`config.mk`:
```
export PLATFORM = sky130hd
export DESIGN_NAME = rv_multicycle_core
export DESIGN_NICKNAME = d
export VERILOG_FILES = /design/src/rtl/rv_multicycle_core_pkg.sv /design/src/rtl/rv_multicycle_core_alu.sv /design/src/rtl/rv_multicycle_core.sv
export SDC_FILE = /design/constraint.sdc
export NUM_CORES = 1
export LEC_CHECK = 0
export ABC_AREA = 0
export BUFFER_PORTS_ARGS = -buffer_cell sky130_fd_sc_hd__buf_4
export CAP_MARGIN = 20
export CORE_AREA = 2 2 98 100
export CTS_CLUSTER_DIAMETER = 60
export DETAILED_ROUTE_END_ITERATION = 16
export DIE_AREA = 0 0 100 102
export PLACE_DENSITY = 0.79
export SLEW_MARGIN = 20
export SYNTH_ARGS = -nofsm -noshare
export SYNTH_HDL_FRONTEND = slang
export SYNTH_SLANG_ARGS = --single-unit
export TNS_END_PERCENT = 30
```
`constraint.sdc`:
```
create_clock -name clk -period 1.8 [get_ports clk]
set_clock_uncertainty 0.05 [all_clocks]
set_input_delay 0.36 -clock clk [delete_from_list [all_inputs] [get_ports clk]]
set_output_delay 0.36 -clock clk [all_outputs]
set_load 0.01 [all_outputs]
```
`src/rtl/rv_multicycle_core_pkg.sv`:
```
// Shared encodings for the multicycle RV32I-subset core: FSM states, ALU ops,
// instruction field constants and the decode table of supported instructions.
package opcodes;

    typedef enum logic [2:0] {
        RESET = 3'b000,
        FETCH = 3'b001,
        EXEC  = 3'b011,
        WB    = 3'b100,
        BREAK = 3'b110,
        ERROR = 3'b111
    } core_state_t;

    typedef enum logic [3:0] {
        ALU_ADD, ALU_SUB, ALU_SLL, ALU_SLT, ALU_SLTU,
        ALU_XOR, ALU_SRL, ALU_SRA, ALU_OR, ALU_AND
    } alu_op_t;

    localparam logic [6:0] OPC_OP     = 7'b0110011;
    localparam logic [6:0] OPC_OP_IMM = 7'b0010011;

    localparam logic [2:0] F3_ADD  = 3'd0;
    localparam logic [2:0] F3_SLL  = 3'd1;
    localparam logic [2:0] F3_SLT  = 3'd2;
    localparam logic [2:0] F3_SLTU = 3'd3;
    localparam logic [2:0] F3_XOR  = 3'd4;
    localparam logic [2:0] F3_SR   = 3'd5;
    localparam logic [2:0] F3_OR   = 3'd6;
    localparam logic [2:0] F3_AND  = 3'd7;

    localparam logic [6:0] F7_BASE = 7'h00;
    localparam logic [6:0] F7_ALT  = 7'h20;

    // EBREAK encoding doubles as the halt marker
    localparam logic [31:0] HALT = 32'h0010_0073;

    typedef struct packed {
        logic [31:0] mask;
        logic [31:0] match;
        alu_op_t     op;
        logic        imm;
    } opcode_mask_t;

    localparam logic [31:0] MASK_R = 32'hFE00_707F;
    localparam logic [31:0] MASK_I = 32'h0000_707F;

    function automatic logic [31:0] encode_rtype(input logic [6:0] f7, input logic [4:0] rs2,
                                                 input logic [4:0] rs1, input logic [2:0] f3,
                                                 input logic [4:0] rd);
        return {f7, rs2, rs1, f3, rd, OPC_OP};
    endfunction

    function automatic logic [31:0] encode_itype(input logic [11:0] imm, input logic [4:0] rs1,
                                                 input logic [2:0] f3, input logic [4:0] rd);
        return {imm, rs1, f3, rd, OPC_OP_IMM};
    endfunction

    localparam int NUM_OPS = 19;

    // Immediate shifts carry funct7 in imm[11:5], so they use the R-type mask
    localparam opcode_mask_t OP_TABLE [NUM_OPS] = '{
        '{MASK_R, encode_rtype(F7_BASE, 5'd0, 5'd0, F3_ADD,  5'd0), ALU_ADD,  1'b0},
        '{MASK_R, encode_rtype(F7_ALT,  5'd0, 5'd0, F3_ADD,  5'd0), ALU_SUB,  1'b0},
        '{MASK_R, encode_rtype(F7_BASE, 5'd0, 5'd0, F3_SLL,  5'd0), ALU_SLL,  1'b0},
        '{MASK_R, encode_rtype(F7_BASE, 5'd0, 5'd0, F3_SLT,  5'd0), ALU_SLT,  1'b0},
        '{MASK_R, encode_rtype(F7_BASE, 5'd0, 5'd0, F3_SLTU, 5'd0), ALU_SLTU, 1'b0},
        '{MASK_R, encode_rtype(F7_BASE, 5'd0, 5'd0, F3_XOR,  5'd0), ALU_XOR,  1'b0},
        '{MASK_R, encode_rtype(F7_BASE, 5'd0, 5'd0, F3_SR,   5'd0), ALU_SRL,  1'b0},
        '{MASK_R, encode_rtype(F7_ALT,  5'd0, 5'd0, F3_SR,   5'd0), ALU_SRA,  1'b0},
        '{MASK_R, encode_rtype(F7_BASE, 5'd0, 5'd0, F3_OR,   5'd0), ALU_OR,   1'b0},
        '{MASK_R, encode_rtype(F7_BASE, 5'd0, 5'd0, F3_AND,  5'd0), ALU_AND,  1'b0},
        '{MASK_I, encode_itype(12'h000, 5'd0, F3_ADD,  5'd0), ALU_ADD,  1'b1},
        '{MASK_I, encode_itype(12'h000, 5'd0, F3_SLT,  5'd0), ALU_SLT,  1'b1},
        '{MASK_I, encode_itype(12'h000, 5'd0, F3_SLTU, 5'd0), ALU_SLTU, 1'b1},
        '{MASK_I, encode_itype(12'h000, 5'd0, F3_XOR,  5'd0), ALU_XOR,  1'b1},
        '{MASK_I, encode_itype(12'h000, 5'd0, F3_OR,   5'd0), ALU_OR,   1'b1},
        '{MASK_I, encode_itype(12'h000, 5'd0, F3_AND,  5'd0), ALU_AND,  1'b1},
        '{MASK_R, encode_itype({F7_BASE, 5'd0}, 5'd0, F3_SLL, 5'd0), ALU_SLL, 1'b1},
        '{MASK_R, encode_itype({F7_BASE, 5'd0}, 5'd0, F3_SR,  5'd0), ALU_SRL, 1'b1},
        '{MASK_R, encode_itype({F7_ALT,  5'd0}, 5'd0, F3_SR,  5'd0), ALU_SRA, 1'b1}
    };

endpackage

```
`src/rtl/rv_multicycle_core_alu.sv`:
```
// Combinational integer ALU for the multicycle core; shifts use b[4:0].
module rv_alu
    import opcodes::*;
#(
    parameter int XLEN = 32
) (
    input  alu_op_t         op,
    input  logic [XLEN-1:0] a,
    input  logic [XLEN-1:0] b,
    output logic [XLEN-1:0] y
);

    logic [4:0] shamt;
    assign shamt = b[4:0];

    always_comb begin
        y = '0;
        case (op)
            ALU_ADD:  y = a + b;
            ALU_SUB:  y = a - b;
            ALU_SLL:  y = a << shamt;
            ALU_SLT:  y = {{(XLEN-1){1'b0}}, $signed(a) < $signed(b)};
            ALU_SLTU: y = {{(XLEN-1){1'b0}}, a < b};
            ALU_XOR:  y = a ^ b;
            ALU_SRL:  y = a >> shamt;
            ALU_SRA:  y = $signed(a) >>> shamt;
            ALU_OR:   y = a | b;
            ALU_AND:  y = a & b;
            default:  y = '0;
        endcase
    end

endmodule

```
`src/rtl/rv_multicycle_core.sv`:
```
// Multicycle RV32I-subset core: FETCH -> EXEC -> WB per instruction, halting
// in BREAK on the halt marker or ERROR on any unsupported encoding.
module rv_multicycle_core
    import opcodes::*;
#(
    parameter int              XLEN     = 32,
    parameter int              NREGS    = 32,
    parameter int              IMEM_AW  = 16,
    parameter logic [XLEN-1:0] RESET_PC = '0
) (
    input  logic               clk,
    input  logic               rst,
    output logic               imem_req,
    output logic [IMEM_AW-1:0] imem_addr,
    input  logic [31:0]        imem_rdata,
    input  logic               imem_valid,
    output logic               halted,
    output logic               error,
    output logic [XLEN-1:0]    pc,
    output logic [31:0]        retired
);

    core_state_t state, state_next;
    logic [31:0]     ir;
    logic [XLEN-1:0] result;

    // Only cleared at power-up so the register contents survive rst
    logic [XLEN-1:0] reg_file [NREGS] = '{default: '0};

    logic [4:0]      rs1, rs2, rd;
    logic [XLEN-1:0] rs1_val, rs2_val, imm, alu_b, alu_y;
    logic            dec_legal, dec_imm;
    alu_op_t         dec_op;

    assign rs1 = ir[19:15];
    assign rs2 = ir[24:20];
    assign rd  = ir[11:7];

    assign rs1_val = (rs1 == 5'd0) ? '0 : reg_file[rs1];
    assign rs2_val = (rs2 == 5'd0) ? '0 : reg_file[rs2];
    assign imm     = {{(XLEN-12){ir[31]}}, ir[31:20]};
    assign alu_b   = dec_imm ? imm : rs2_val;

    always_comb begin
        dec_legal = 1'b0;
        dec_op    = ALU_ADD;
        dec_imm   = 1'b0;
        for (int i = 0; i < NUM_OPS; i++) begin
            if ((ir & OP_TABLE[i].mask) == OP_TABLE[i].match) begin
                dec_legal = 1'b1;
                dec_op    = OP_TABLE[i].op;
                dec_imm   = OP_TABLE[i].imm;
            end
        end
    end

    rv_alu #(.XLEN(XLEN)) u_alu (
        .op (dec_op),
        .a  (rs1_val),
        .b  (alu_b),
        .y  (alu_y)
    );

    always_ff @(posedge clk) begin
        if (rst) state <= RESET;
        else     state <= state_next;
    end

    always_comb begin
        state_next = state;
        case (state)
            RESET: state_next = FETCH;
            FETCH: if (imem_valid) state_next = EXEC;
            EXEC: begin
                if (ir == HALT)     state_next = BREAK;
                else if (!dec_legal) state_next = ERROR;
                else                state_next = WB;
            end
            WB:      state_next = FETCH;
            default: state_next = state;
        endcase
    end

    always_ff @(posedge clk) begin
        if (state == FETCH && imem_valid) ir <= imem_rdata;
        if (state == EXEC) result <= alu_y;
    end

    always_ff @(posedge clk) begin
        if (rst) begin
            pc      <= RESET_PC;
            retired <= '0;
        end else if (state == WB) begin
            pc      <= pc + XLEN'(4);
            retired <= retired + 32'd1;
        end
    end

    always_ff @(posedge clk) begin
        if (!rst && state == WB && rd != 5'd0) reg_file[rd] <= result;
    end

    assign imem_req  = (state == FETCH);
    assign imem_addr = pc[IMEM_AW+1:2];
    assign halted    = (state == BREAK);
    assign error     = (state == ERROR);

endmodule

```
==> results of run 1 <==
final timing paths:
kind	slack, ns	from	end
setup / recovery	-0.06	pc[10]$_SDFFE_PP0N_	pc[24]$_SDFFE_PP0N_
hold / removal	0.12	imem_rdata[7]	ir[7]$_DFFE_PP_
setup reg to reg	-0.06	pc[10]$_SDFFE_PP0N_	pc[24]$_SDFFE_PP0N_
hold reg to reg	0.49	retired[10]$_SDFFE_PP0N_	retired[10]$_SDFFE_PP0N_
cell type report:
type                            instances  area (um^2)
Clock buffer                            9          124
Tap cell                              111          139
Timing Repair Buffer                  169         1310
Fill cell                             710         3200
Multi-Input combinational cell        273         1940
Clock inverter                          7         83.8
Inverter                               12         45.0
Sequential cell                        97         2270
Yosys cell counts, drive strengths merged (5+ instances only):
cell type  number  area, um^2
xor2           10        87.6
o21ai          13        65.1
edfxtp         32         961
inv            12        45.0
nand2          22        82.6
a21oi          12        60.1
nor4           15         125
or3            11        70.1
nor2           57         214
nand4          13         100
nor3           20         100
dfxtp          65        1300
nand3          17        90.1
xnor2          39         342
nor4b           5        43.8
and4            7        61.3
clkbuf         14        53.8
buf            22         170
cell usage in the layout (no fill, tap or decap), drive strengths merged:
master | synthesis | final
nor3 | 20 | 20
a211oi | 1 | 1
clkinvlp | 0 | 1
or3b | 1 | 1
nand3 | 17 | 17
bufinv | 0 | 1
and3 | 4 | 4
ha | 2 | 2
or4 | 3 | 4
buf | 22 | 169
o2111ai | 1 | 1
nor4 | 15 | 15
clkbuf | 14 | 9
edfxtp | 32 | 32
nand2 | 22 | 22
clkinv | 0 | 1
dfxtp | 65 | 65
a21oi | 12 | 12
nand4 | 13 | 13
nor2b | 3 | 3
nand2b | 2 | 2
and4 | 7 | 7
o221ai | 1 | 1
conb | 1 | 2
mux2i | 2 | 2
and2 | 2 | 2
o22ai | 1 | 1
or3 | 11 | 11
nor2 | 57 | 57
xnor2 | 39 | 39
xor2 | 10 | 10
o21bai | 1 | 1
nand4b | 1 | 1
nor4b | 5 | 5
a31oi | 1 | 1
nor3b | 3 | 3
inv | 12 | 16
o21ai | 13 | 13
routing by layer:
| layer | GRT usage | wire length, um | vias up |
|---|---|---|---|
| met5 | 0 | 0 | - |
| met4 | 0.0495 | 53 | 0 |
| met3 | 0.0404 | 361 | 4 |
| met2 | 0.329 | 5180 | 91 |
| met1 | 0.247 | 4460 | 1720 |
| li1 | - | - | 1733 |
per-stage QoR:
step	total power [uW]	cells	hold slack (ns)	setup slack (ns)
5_1_grt	4150	678	0.0867	-0.130
3_3_place_gp	2540	654	0.450	-0.0702
3_5_place_dp	2550	654	0.476	-0.145
6_report	3990	678	0.124	-0.0632
4_1_cts	4020	672	0.105	-0.102
2_1_floorplan	2440	417	0.409	-0.239
what timing repair did:
item,CTS,global route
buffers inserted,1,5
gates resized for setup,23,33
pin swaps,6,16
endpoints found under the setup margin,24,42
cloned,1,1
state kept, by name, summed over array words and instances, names as in the netlist:
name,cells
ir,32
state,3
retired,32
pc,30
power breakdown:
part           internal (uW)  switching, uW
Clock                    671            813
Combinational           92.7           86.1
Sequential              2310           18.6
Total                   3070            918
cell families (layout without fill, tap and decap cells):
| logic type | after synthesis | in the layout | share of synthesized area |
|---|---|---|---|
| xor+xnor | 49 | 49 | 0.102 |
| compound gates | 31 | 31 | 0.0405 |
| simple gates | 186 | 187 | 0.244 |
| fa+ha+maj | 2 | 2 | 0.00595 |
| other cells | 1 | 2 | 0.000891 |
| flops | 97 | 97 | 0.538 |
| mux | 2 | 2 | 0.00476 |
| buf+inv | 48 | 197 | 0.0639 |
critical path, stage by stage, from the launching register on:
cell and delay, ns:
dfxtp_2 0.37, nand4_4 0.13, or4_4 0.66, buf_4 0.19
nor4_4 0.14, xnor2_1 0.15, nor2_1 0.05
==> run metrics, run 1 <==
outcome=finished with violations; failing checks=setup timing; CTS buffer count=9; max-cap check violation count=0; placed cell areas=roughly 5400 um^2; final hold violations=0; crit-path max FO=8; # hold bufs at CTS=0; post-DP HPWL=6.81 mm; Post-Syn Instances=~420; Area Overhead vs Synth=40.5%; CP Capture Type=register; Peak supply drop=approximately 0.46 mV; Worst-path clk slew=0.11 ns; count of final max-slew check failures=0; CTS H-Tree Depth=3; GRT overflow=0; initial cell density of the core=0.462; Period minus WS final=about 1.9 ns; vias in the first global route=~3400; Hold WC Path Type=in -> reg; Final Cycle Share=1.04; vias=~3500; Worst Setup Start Kind=register; layout cells sized above 1=0.418; Clock Latency Late Sink=0.35 ns; initial antenna violation count=0; buffers added on ports=around 120; critical path required time=roughly 2.0 ns; asr flop ratio synth=0; fin util=0.649; Synth Flop Type=dfxtp_1; RSZ-0062 raised after global routing=true; fmax=537 MHz; first-pass GRT wire length=15.7 mm; pin count of the biggest net entering global routing=36; final instance area=approximately 5900 um^2; row cnt=35; gpl congestion=approximately 0.8; All-Layer GR Usage=0.191; DR DRC count=0; syn_area_per_cell=between 10 and 15 um^2; Die Wd=100 um; PnR worst setup slack=-0.0632 ns; ANT nets after route=0; Wirelength per Cell=approximately 15 um; Final nets=~600; IO Count=roughly 120; die area=10200 um^2; TritonCTS clock tree=yes; DR iter-0 viols=~80; worst-case clock buffer depth=2; sequential area share after synthesis=0.538; Die Ht=102 um; final setup TNS=-0.347 ns; mapped cell area=4210 um^2; library cells used by synthesis=between 40 and 50; Cell Pwr Density=~670 nW/um^2; Synth warnings=0; Root Driver=clkbuf_8; drt pass-1 iters=4; R2R depth=6; FF+latch count, synth=97; Leakage=between 0.002 and 0.0025 uW; via/cell ratio=around 5.2; CORE AREA=between 9000 and 10000 um^2; Diodes inserted=0; Post-Route WL=~10 mm; arrival time worst endpoint=between 2 and 2.5 ns; EDFF count, synth=32; critical path class=reg -> reg; hold depth=1; CTS Sinks=97; # setup viols final=10
Power figures use the tool's default switching activity.
==> run 2: changes to the inputs <==
--- a/config.mk
+++ b/config.mk
@@ -6,13 +6,13 @@
 export NUM_CORES = 1
 export LEC_CHECK = 0
 export ABC_AREA = 0
-export BUFFER_PORTS_ARGS = -buffer_cell sky130_fd_sc_hd__buf_4
 export CAP_MARGIN = 20
-export CORE_AREA = 2 2 98 100
+export CORE_AREA = 2 2 95 97
 export CTS_CLUSTER_DIAMETER = 60
 export DETAILED_ROUTE_END_ITERATION = 16
-export DIE_AREA = 0 0 100 102
-export PLACE_DENSITY = 0.79
+export DIE_AREA = 0 0 97 99
+export DONT_BUFFER_PORTS = 1
+export PLACE_DENSITY = 0.71
 export SLEW_MARGIN = 20
 export SYNTH_ARGS = -nofsm -noshare
 export SYNTH_HDL_FRONTEND = slang
==> run metrics, run 2 (synthesis gave the netlist of run 1 again) <==
outcome=finished with violations; failing checks=setup timing; gpl congestion=0.821 (+2.7%); CTS buffer count=9 (unchanged); final instance area=5080 um^2 (-14%); Final Cycle Share=1.04 (+0.00234); layout cells sized above 1=0.274 (-0.144); die area=9600 um^2 (-5.9%); max-cap check violation count=0 (unchanged); RSZ-0062 raised after global routing=true; initial antenna violation count=0 (unchanged); Die Ht=99 um (-2.9%); Root Driver=clkbuf_8; Hold WC Path Type=in -> reg; commonest cells after routing, fill and taps aside=buf_4, dfxtp_1, nor2_1, xnor2_1, edfxtp_1; Worst-path clk slew=0.10 ns (about the same); Peak supply drop=0.672 mV (+45%); drt pass-1 iters=4 (unchanged); vias in the first global route=3147 (-6.9%); Cell Pwr Density=753 nW/um^2 (+12%); first-pass GRT wire length=14.8 mm (-5.6%); Critical Path End=pc[25]$_SDFFE_PP0N_; Period minus WS final=1.87 ns (+0.00421 ns); Top Registers=ir x32, retired x32, pc x30; Area Overhead vs Synth=20.8%; Worst Setup Start Kind=register; fin util=0.594 (-0.0547); vias=3207 (-9.6%); Wirelength per Cell=15.7 um (+5.9%); Diodes inserted=0 (unchanged); TritonCTS clock tree=yes; CTS H-Tree Depth=3 (unchanged); CORE AREA=8550 um^2 (-6.1%); Internal=2900 uW (-5.5%); DR iter-0 viols=73 (-7.6%); arrival time worst endpoint=2.08 ns (+0.03 ns); ANT nets after route=0 (unchanged); buffers added on ports=0 (-100%); post-DP HPWL=6.04 mm (-11%); DR DRC count=0 (unchanged); count of final max-slew check failures=0 (unchanged); DP Worst Slack=-0.0949 ns (+0.0496 ns); Switching Fraction=0.242 (+0.0121); critical path required time=2.01 ns (+0.03 ns); Leakage=0.00174 uW (-26%); CTS Sinks=97 (unchanged); initial cell density of the core=0.492 (+0.0301); crit-path max FO=8 (unchanged); clock share of power=0.368 (-0.004); Final nets=506 (-16%); total number of cells along the worst setup path=5 (-1); total placed cells including tap cells=559 (-15%); Fillers=737 (+3.8%); CP max stage cell=or4_4; most common cell after layout, fill and taps aside=buf_4; fmax=535 MHz (-0.23%); R2R Setup Slk=-0.07 ns (about the same); final non-filler cell total=582 (-14%); worst r2r src=pc[13]$_SDFFE_PP0N_; CP Capture Type=register; WP buf/inv=0 (-1); critical path class=reg -> reg; IO Count=118 (unchanged); Crit path largest cell delay=0.63 ns (-0.03 ns); Clock Latency Late Sink=0.36 ns (about the same); row cnt=34 (-2.9%); pin count of the biggest net entering global routing=66 (+83%); PnR worst setup slack=-0.0674 ns (-0.00421 ns); final hold violations=0 (unchanged); Logic pwr share=0.025 (-0.020); crit-path cells=nand4_4, or4_4, nor4_2, xnor2_1, nor2_1; R2R depth=5 (-1); via/cell ratio=5.51 (+5.3%); All-Layer GR Usage=0.191 (about the same); FF-to-FF End=pc[25]$_SDFFE_PP0N_; worst-case clock buffer depth=2 (unchanged); NetSw=928 uW (+1.1%); GRT overflow=0 (unchanged); Reg power frac=0.607 (+0.024); # setup viols final=6 (-4); placed cell areas=4660 um^2 (-13%); Post-Route WL=9.13 mm (-9.1%); final setup TNS=-0.227 ns (+0.120 ns); Die Wd=97 um (-3.0%); family with the most delay on the worst path=simple AND/OR/NAND/NOR gates; CP startpoint=pc[13]$_SDFFE_PP0N_
[run 2: worst min-delay path by stage]
stage	start	end	slack [ns]	cells after the start
2_1_floorplan	imem_rdata[0]	ir[0]$_DFFE_PP_	0.41	0
3_3_place_gp	rst	retired[10]$_SDFFE_PP0N_	0.39	1
3_5_place_dp	rst	retired[5]$_SDFFE_PP0N_	0.39	1
4_1_cts	rst	retired[16]$_SDFFE_PP0N_	-0.02	1
5_1_grt	rst	retired[16]$_SDFFE_PP0N_	-0.03	1
6_report	rst	retired[9]$_SDFFE_PP0N_	0.01	1
[run 2: what timing repair did]
item	in CTS	in global routing
hold buffers	1	2
buffers inserted	0	3
gates resized for setup	14	20
pin swaps	1	9
gates cloned	1	0
endpoints found under the hold margin	43	58
setup endpoints to repair	21	32
[run 2: layout make-up]
type | count | area [um^2] | share of cell area
Sequential cell | 97 | 2270 | 0.447
Multi-Input combinational cell | 273 | 1830 | 0.360
Timing Repair Buffer | 76 | 598 | 0.118
Tap cell | 108 | 135 | 0.0266
Clock buffer | 9 | 124 | 0.0244
Clock inverter | 7 | 80.1 | 0.0158
Inverter | 12 | 45.0 | 0.00886
[run 2: metal layers]
layer,GRT usage,routed length (um)
met1,0.211,3710
met2,0.333,4600
met3,0.0816,660
met4,0.0628,163
met5,0,0
[run 2: power groups by stage]
stage               registers, uW  logic, uW  clock network (uW)
detailed placement           2370       85.8                   0
global placement             2370       83.2                   0
CTS                          2320       87.7                1460
floorplan                    2370       73.7                   0
finish                       2320       94.5                1410
global route                 2330        104                1540
[run 2: stage by stage]
step | hold slack, ns | total power, uW
after floorplan | 0.409 | 2440
after global placement | 0.386 | 2450
after detailed placement | 0.390 | 2460
after CTS | -0.0161 | 3870
after global routing | -0.0282 | 3980
final | 0.0120 | 3830
